<file path="src/rtl/bus_master_bridge.sv">
// Single-outstanding CPU-to-bus master: one STB/WE cycle per request.
// Optional watchdog abort enabled by defining BUS_TIMEOUT_EN.
module bus_master_bridge #(
  parameter int TIMEOUT_CYCLES = 255
) (
  input  logic        clk,
  input  logic        rst_n,
  input  logic        cpu_req,
  input  logic        cpu_we,
  input  logic [31:0] cpu_addr,
  input  logic [31:0] cpu_wdata,
  output logic [31:0] cpu_rdata,
  output logic        cpu_ready,
  output logic        cpu_err,
  output logic        cpu_busy,
  output logic [31:0] ADR_O,
  output logic [31:0] DAT_O,
  output logic        WE_O,
  output logic        STB_O,
  input  logic        ACK_I,
  input  logic [31:0] DAT_I
);

  typedef enum logic [1:0] {
    S_IDLE,
    S_BUS,
    S_RESP
  } state_t;

  state_t      r_state;
  logic        r_ready;
  logic        r_busy;
  logic        r_stb;
  logic        r_we;
  logic [31:0] r_adr;
  logic [31:0] r_dat;
  logic [31:0] r_rdata;
  logic        w_expire;
  logic        w_accept;

  assign w_accept = (r_state == S_IDLE) && cpu_req;

`ifdef BUS_TIMEOUT_EN
  localparam int CW = $clog2(TIMEOUT_CYCLES + 1);
  localparam logic [CW-1:0] C_LAST = CW'(TIMEOUT_CYCLES - 1);
  localparam logic [CW-1:0] C_MAX  = CW'(TIMEOUT_CYCLES);

  logic [CW-1:0] r_cnt;
  logic          r_err;

  // Expiry is judged in the last permitted STB cycle, before it ends
  assign w_expire = (r_state == S_BUS) && (r_cnt >= C_LAST);
  assign cpu_err  = r_err;

  always_ff @(posedge clk or negedge rst_n) begin
    if (!rst_n) begin
      r_cnt <= '0;
    end else if (w_accept) begin
      r_cnt <= '0;
    end else if (r_state == S_BUS && !ACK_I && r_cnt != C_MAX) begin
      r_cnt <= r_cnt + 1'b1;
    end
  end

  always_ff @(posedge clk or negedge rst_n) begin
    if (!rst_n) begin
      r_err <= 1'b0;
    end else if (w_accept) begin
      r_err <= 1'b0;
    end else if (r_state == S_BUS) begin
      if (ACK_I) begin
        r_err <= 1'b0;
      end else if (w_expire) begin
        r_err <= 1'b1;
      end
    end
  end
`else
  assign w_expire = 1'b0;
  assign cpu_err  = 1'b0;
`endif

  always_ff @(posedge clk or negedge rst_n) begin
    if (!rst_n) begin
      r_state <= S_IDLE;
      r_ready <= 1'b0;
      r_busy  <= 1'b0;
      r_stb   <= 1'b0;
      r_we    <= 1'b0;
      r_adr   <= '0;
      r_dat   <= '0;
      r_rdata <= '0;
    end else begin
      unique case (r_state)
        S_IDLE: begin
          r_ready <= 1'b0;
          if (cpu_req) begin
            r_adr   <= cpu_addr;
            r_dat   <= cpu_wdata;
            r_we    <= cpu_we;
            r_stb   <= 1'b1;
            r_busy  <= 1'b1;
            r_state <= S_BUS;
          end
        end
        S_BUS: begin
          if (ACK_I) begin
            r_stb   <= 1'b0;
            r_ready <= 1'b1;
            r_state <= S_RESP;
            if (!r_we) begin
              r_rdata <= DAT_I;
            end
          end else if (w_expire) begin
            r_stb   <= 1'b0;
            r_ready <= 1'b1;
            r_rdata <= '0;
            r_state <= S_RESP;
          end
        end
        S_RESP: begin
          r_ready <= 1'b0;
          r_busy  <= 1'b0;
          r_state <= S_IDLE;
        end
        default: begin
          r_ready <= 1'b0;
          r_busy  <= 1'b0;
          r_stb   <= 1'b0;
          r_state <= S_IDLE;
        end
      endcase
    end
  end

  assign cpu_rdata = r_rdata;
  assign cpu_ready = r_ready;
  assign cpu_busy  = r_busy;
  assign ADR_O     = r_adr;
  assign DAT_O     = r_dat;
  assign WE_O      = r_we;
  assign STB_O     = r_stb;

endmodule

</file>
<file path="config.mk">
export PLATFORM = sky130hd
export DESIGN_NAME = bus_master_bridge
export DESIGN_NICKNAME = d
export VERILOG_FILES = /design/src/rtl/bus_master_bridge.sv
export SDC_FILE = /design/constraint.sdc
export NUM_CORES = 1
export LEC_CHECK = 0
export ABC_AREA = 1
export CAP_MARGIN = 10
export CORE_MARGIN = 2
export CORE_UTILIZATION = 43
export DETAILED_ROUTE_END_ITERATION = 16
export PLACE_DENSITY = 0.85
export SYNTH_ARGS = -nofsm -noshare
export SYNTH_HDL_FRONTEND = slang
export SYNTH_SLANG_ARGS = --single-unit
</file>
<file path="constraint.sdc">
create_clock -name clk -period 3.5 [get_ports clk]
set_clock_uncertainty 0.15 [all_clocks]
set_input_delay 0.525 -clock clk [delete_from_list [all_inputs] [get_ports clk]]
set_output_delay 0.525 -clock clk [all_outputs]
set_load 0.005 [all_outputs]
</file>
==> results.toml, run 1 <==
[critical_path]
crit_path_cell_trace = "nor2_4, nand2_2, nand2_1, nand2_1"
critical_path_class = "flip-flop to flip-flop"
crit_arrival_ns = 2.27
end_kind = "flip-flop"
cp_common_cell = "nand2_1"
startpoint_type = "flip-flop"
crit_buf_inv = 0
cp.required_ns = 3.59
crit_fanout = 34
critPathTopFamily = "simple AND/OR/NAND/NOR gates"
crit_slowest_cell = "nor2_4"
slowest_delay_ns = 0.62

[clock_tree]
clkTransAtPathRegs_ns = 0.10
numCtsBuffers = 9
cts.sinks = 102
cts_buffer_depth = 2
ctsHtreeMaxLevel = 3
holdBufCountCts = 0
insertion_delay_ns = 0.35
cts_tree = "yes"
cts_resized = 0
postCtsSetupRepairBufs = 0
root_buffer = "clkbuf_8"

[layout]
fin_util = 0.680
area_growth_pct = 54.1
final_cell_mix = "clkdlybuf4s50_1, nand2_1, dfrtp_1, nand3_1, clkbuf_8"
drive_gt1_frac = 0.0458
layout_commonest_cell = "clkdlybuf4s50_1"
fin_nets = 729
diodes = 0

[min_path]
hp-class = "input port to asynchronous set/reset pin"

[sta]
setup_viol = 0
holdWs_ns = 0.207
relSlewSlack = 0.276
grt_setup_unrepaired = "no"
layout_min_cycle_time_ns = 2.18
finalHoldViolations = 0
post-route-period-util = 0.624
maxSlewViolCount = 0
fmax_mhz = 458
tns_ns = 0
worst_slack_ns = 1.32
worstMarginPinSlew_ns = 1.09

[die]
die_area_um2 = 10300
ios = 202
die_h_um = 101
core_um2 = 9240
rows = 35
die_x_um = 101
start_util = 0.441

[routing]
vias = 3725
drt_wl_total_um = 11200
routedWlPerCell_um = 14.7
drtIter0Drc = 142
drc = 0
vias_per_cell = 4.89
ant_nets = 0
drt-pass1-iter-count = 4

[grt]
grt_pass1_wl_um = 17800
antenna_found_initial = 1
grt_start_max_net_pins = 89
grt_overflow = 0
grt_pass1_vias = 3573
grt_usage = 0.220

[pwr]
power_leakage_nw = 3.04
power_density_nw_per_um2 = 752
ir_drop_uv = 342

[synth]
yosysUniqueCellTypes = 16
syn_area_um2 = 4080
ys_seq_elements = 102
synthesis.nets = 544
seq_area_frac_synth = 0.626
yosys_warnings = 0
syn_inst = 443
avgSynthCellArea_um2 = 9.20

[job]
cap_violations = 0

[placed_design]
gp_congestion = 0.845
dp_slack_ns = 1.36
io_buffers = 200
dp_hpwl_um = 7820

[run_status]
outcome = "complete, no violations"
[routing by layer]
metal | global-route usage | wire length, um | vias up
li1 | - | - | 1775
met1 | 0.288 | 4590 | 1786
met2 | 0.363 | 5590 | 153
met3 | 0.0621 | 930 | 11
met4 | 0.0572 | 99 | 0
met5 | 0 | 0 | -
[synth_stat cells]
| master | n | area [um^2] |
|---|---|---|
| nand2_1 | 194 | 728 |
| nor2_1 | 5 | 18.8 |
| buf_2 | 17 | 85.1 |
| inv_1 | 4 | 15.0 |
| nor2_4 | 2 | 22.5 |
| nor2_2 | 1 | 6.26 |
| dfrtp_1 | 102 | 2550 |
| buf_6 | 6 | 67.6 |
| inv_2 | 1 | 3.75 |
| nand3_1 | 97 | 485 |
| o21ai_0 | 2 | 10.0 |
| nand2_2 | 2 | 12.5 |
| conb_1 | 1 | 3.75 |
| a21oi_2 | 1 | 8.76 |
| clkbuf_1 | 1 | 3.75 |
| buf_4 | 7 | 52.6 |
[cells by family after synthesis]
family / synth area share
AO/OA/AOI/OAI: 0.00460
other: 0.000920
buffers and inverters: 0.0559
flip-flops: 0.626
AND/OR/NAND/NOR: 0.312
[path summary, 6_finish.rpt]
kind / startpoint / end / slack (ns) / depth (start not counted)
worst min-delay path: rst_n / cpu_rdata[14] / 0.21 / 1
max in group asynchronous: rst_n / DAT_O[18] / 2.13 / 2
worst max-delay path: r_state[1] / cpu_rdata[21] / 1.32 / 4
worst min register to register: ADR_O[5] / ADR_O[5] / 0.32 / 2
worst max register to register: r_state[1] / cpu_rdata[21] / 1.32 / 4
min in group clk: ADR_O[5] / ADR_O[5] / 0.32 / 2
[stage by stage]
stage                     instance area, um^2  cells  power [mW]
after floorplan                          4080    443        2.68
after global placement                   6070    746        3.89
final                                    6280    762        4.72
after global routing                     6280    762        5.06
after detailed placement                 6070    746        3.96
after CTS                                6280    762        4.77
[area by class of cell]
cell class / count / area (um^2)
clock inverter: 6 / 86.3
clock buffer: 10 / 128
fill: 726 / 2960
timing repair buffer: 205 / 2030
tap: 129 / 161
sequential: 102 / 2550
inverter: 5 / 18.8
multi-input combinational: 305 / 1300
[where the power goes]
| group | internal, mW | leakage, nW | switching, mW | total (mW) |
|---|---|---|---|---|
| clock network | 0.402 | 0.106 | 0.392 | 0.795 |
| logic | 1.15 | 1.67 | 0.808 | 1.96 |
| registers | 1.68 | 1.26 | 0.292 | 1.97 |
[flip-flops by register name, indices dropped and copies added, names as in the netlist]
signal / count
ADR_O: 32
cpu_rdata: 32
STB_O: 1
cpu_busy: 1
WE_O: 1
DAT_O: 32
cpu_ready: 1
r_state: 2
Note: power is estimated with default switching activity, not from simulation.
==> run 2, diff against run 1 <==
CORE_UTILIZATION = 40   (was 43)
PLACE_DENSITY = 0.8   (was 0.85)
clock period = 2.1 ns   (was 3.5 ns; I/O delays follow)
==> run 2 against run 1 <==
First-iteration DRC count is 28% higher. Critical path depth is 3 lower. Power is 69% higher. Critical endpoint is now WE_O. Via count is 0.97% lower. Hold slack better by 0.042 ns. Largest power group is now combinational cells. Wire length hardly changed. Setup slack worse by 0.98 ns. Critical path type is now flip-flop to output port. Die area is 7.2% higher.
==> results.toml, run 2 (synthesized netlist as in run 1, its figures left out) <==
[routing]
vias_per_cell = 4.78
drt-pass1-iter-count = 4
drc = 0
routedWlPerCell_um = 14.5
vias = 3689
drtIter0Drc = 182
ant_nets = 0
drt_wl_total_um = 11200

[sta]
layout_min_cycle_time_ns = 1.77
setup_viol = 0
tns_ns = 0
worstMarginPinSlew_ns = 0.559
post-route-period-util = 0.842
maxSlewViolCount = 0
grt_setup_unrepaired = "no"
relSlewSlack = 0.626
finalHoldViolations = 0
fmax_mhz = 566

[die]
rows = 36
core_um2 = 9820
ios = 202
start_util = 0.415
die_h_um = 105
die_area_um2 = 11000
die_x_um = 105

[job]
cap_violations = 0

[layout]
diodes = 0
fin_nets = 735
final_cell_mix = "clkdlybuf4s50_1, nand2_1, dfrtp_1, nand3_1, clkbuf_8"
multi_input_area_um2 = 1300
drive_gt1_frac = 0.0548
finalInstanceArea_um2 = 6370
n_fill_cell = 838
area_growth_pct = 56.4
layout_commonest_cell = "clkdlybuf4s50_1"
register_area_um2 = 2550

[clock_tree]
root_buffer = "clkbuf_8"
numCtsBuffers = 9
ctsHtreeMaxLevel = 3
cts_buffer_depth = 2
cts_tree = "yes"
holdBufCountCts = 1
cts.sinks = 102
insertion_delay_ns = 0.35
cts_resized = 0
postCtsSetupRepairBufs = 0
clkTransAtPathRegs_ns = 0.10

[grt]
antenna_found_initial = 0
grt_pass1_vias = 3788
grt_start_max_net_pins = 49
grt_pass1_wl_um = 18200
grt_usage = 0.204
grt_overflow = 0

[pwr]
power_leakage_nw = 3.08
ir_drop_uv = 580
power_density_nw_per_um2 = 1250

[critical_path]
slowest_delay_ns = 0.54
crit_fanout = 3
startpoint_type = "flip-flop"
crit_buf_inv = 1
crit_arrival_ns = 1.30
critPathTopFamily = "buffers and inverters"
end_kind = "output port"
crit_slowest_cell = "clkdlybuf4s50_1"
crit_path_cell_trace = "clkdlybuf4s50_1"
cp.required_ns = 1.63
critical_path_class = "flip-flop to output port"

[placed_design]
dp_hpwl_um = 8260
gp_congestion = 0.760
io_buffers = 200
dpl_cell_area_um2 = 6130

[min_path]
hp-class = "input port to flip-flop"

[run_status]
outcome = "complete, no violations"
-- run 2: changes by cell type in the layout (fill, tap and decap cells not counted), sizes merged --
cell,delta
dlygate4sd3,+1
buf,+5
inv,+1
clkinv,-1
-- run 2: routing by layer --
| metal | up-vias | wire length [um] | GRT usage | share of wire |
|---|---|---|---|---|
| li1 | 1788 | - | - | - |
| met1 | 1734 | 4670 | 0.256 | 0.42 |
| met2 | 149 | 5540 | 0.349 | 0.49 |
| met3 | 18 | 783 | 0.0468 | 0.070 |
| met4 | 0 | 210 | 0.0686 | 0.019 |
| met5 | - | 0 | 0 | 0 |
-- run 2: final timing paths --
path / end / cells after the start / from / slack (ns)
setup / recovery: WE_O / 1 / WE_O / 0.33
hold / removal: ADR_O[12] / 3 / cpu_req / 0.25
setup reg to reg: cpu_rdata[7] / 4 / r_state[1] / 0.60
hold reg to reg: DAT_O[27] / 2 / DAT_O[27] / 0.33
max in group asynchronous: cpu_rdata[19] / 3 / rst_n / 0.79
min in group asynchronous: cpu_rdata[0] / 2 / rst_n / 0.31
-- run 2: area by class of cell --
type | instances | area share
clock buffer | 10 | 0.0216
clock inverter | 6 | 0.0147
inverter | 5 | 0.00294
multi-input combinational | 305 | 0.204
sequential | 102 | 0.400
tap | 133 | 0.0261
timing repair buffer | 211 | 0.330
-- run 2: per-stage QoR --
step	worst slack (ns)	utilization	power (mW)	cells	hold slack, ns
5_1_grt	0.264	0.649	8.53	772	0.237
6_report	0.333	0.649	7.98	772	0.249
3_5_place_dp	0.193	0.625	6.67	755	0.170
2_1_floorplan	0.859	-	4.47	443	-0.131
4_1_cts	0.302	0.649	8.07	772	0.223
3_3_place_gp	0.262	0.625	6.54	755	0.166
-- run 2: power by group --
group | internal [mW] | leakage, nW | switching [mW]
registers | 2.79 | 1.26 | 0.479
logic | 1.95 | 1.70 | 1.36
clock network | 0.713 | 0.113 | 0.675
total | 5.46 | 3.08 | 2.52
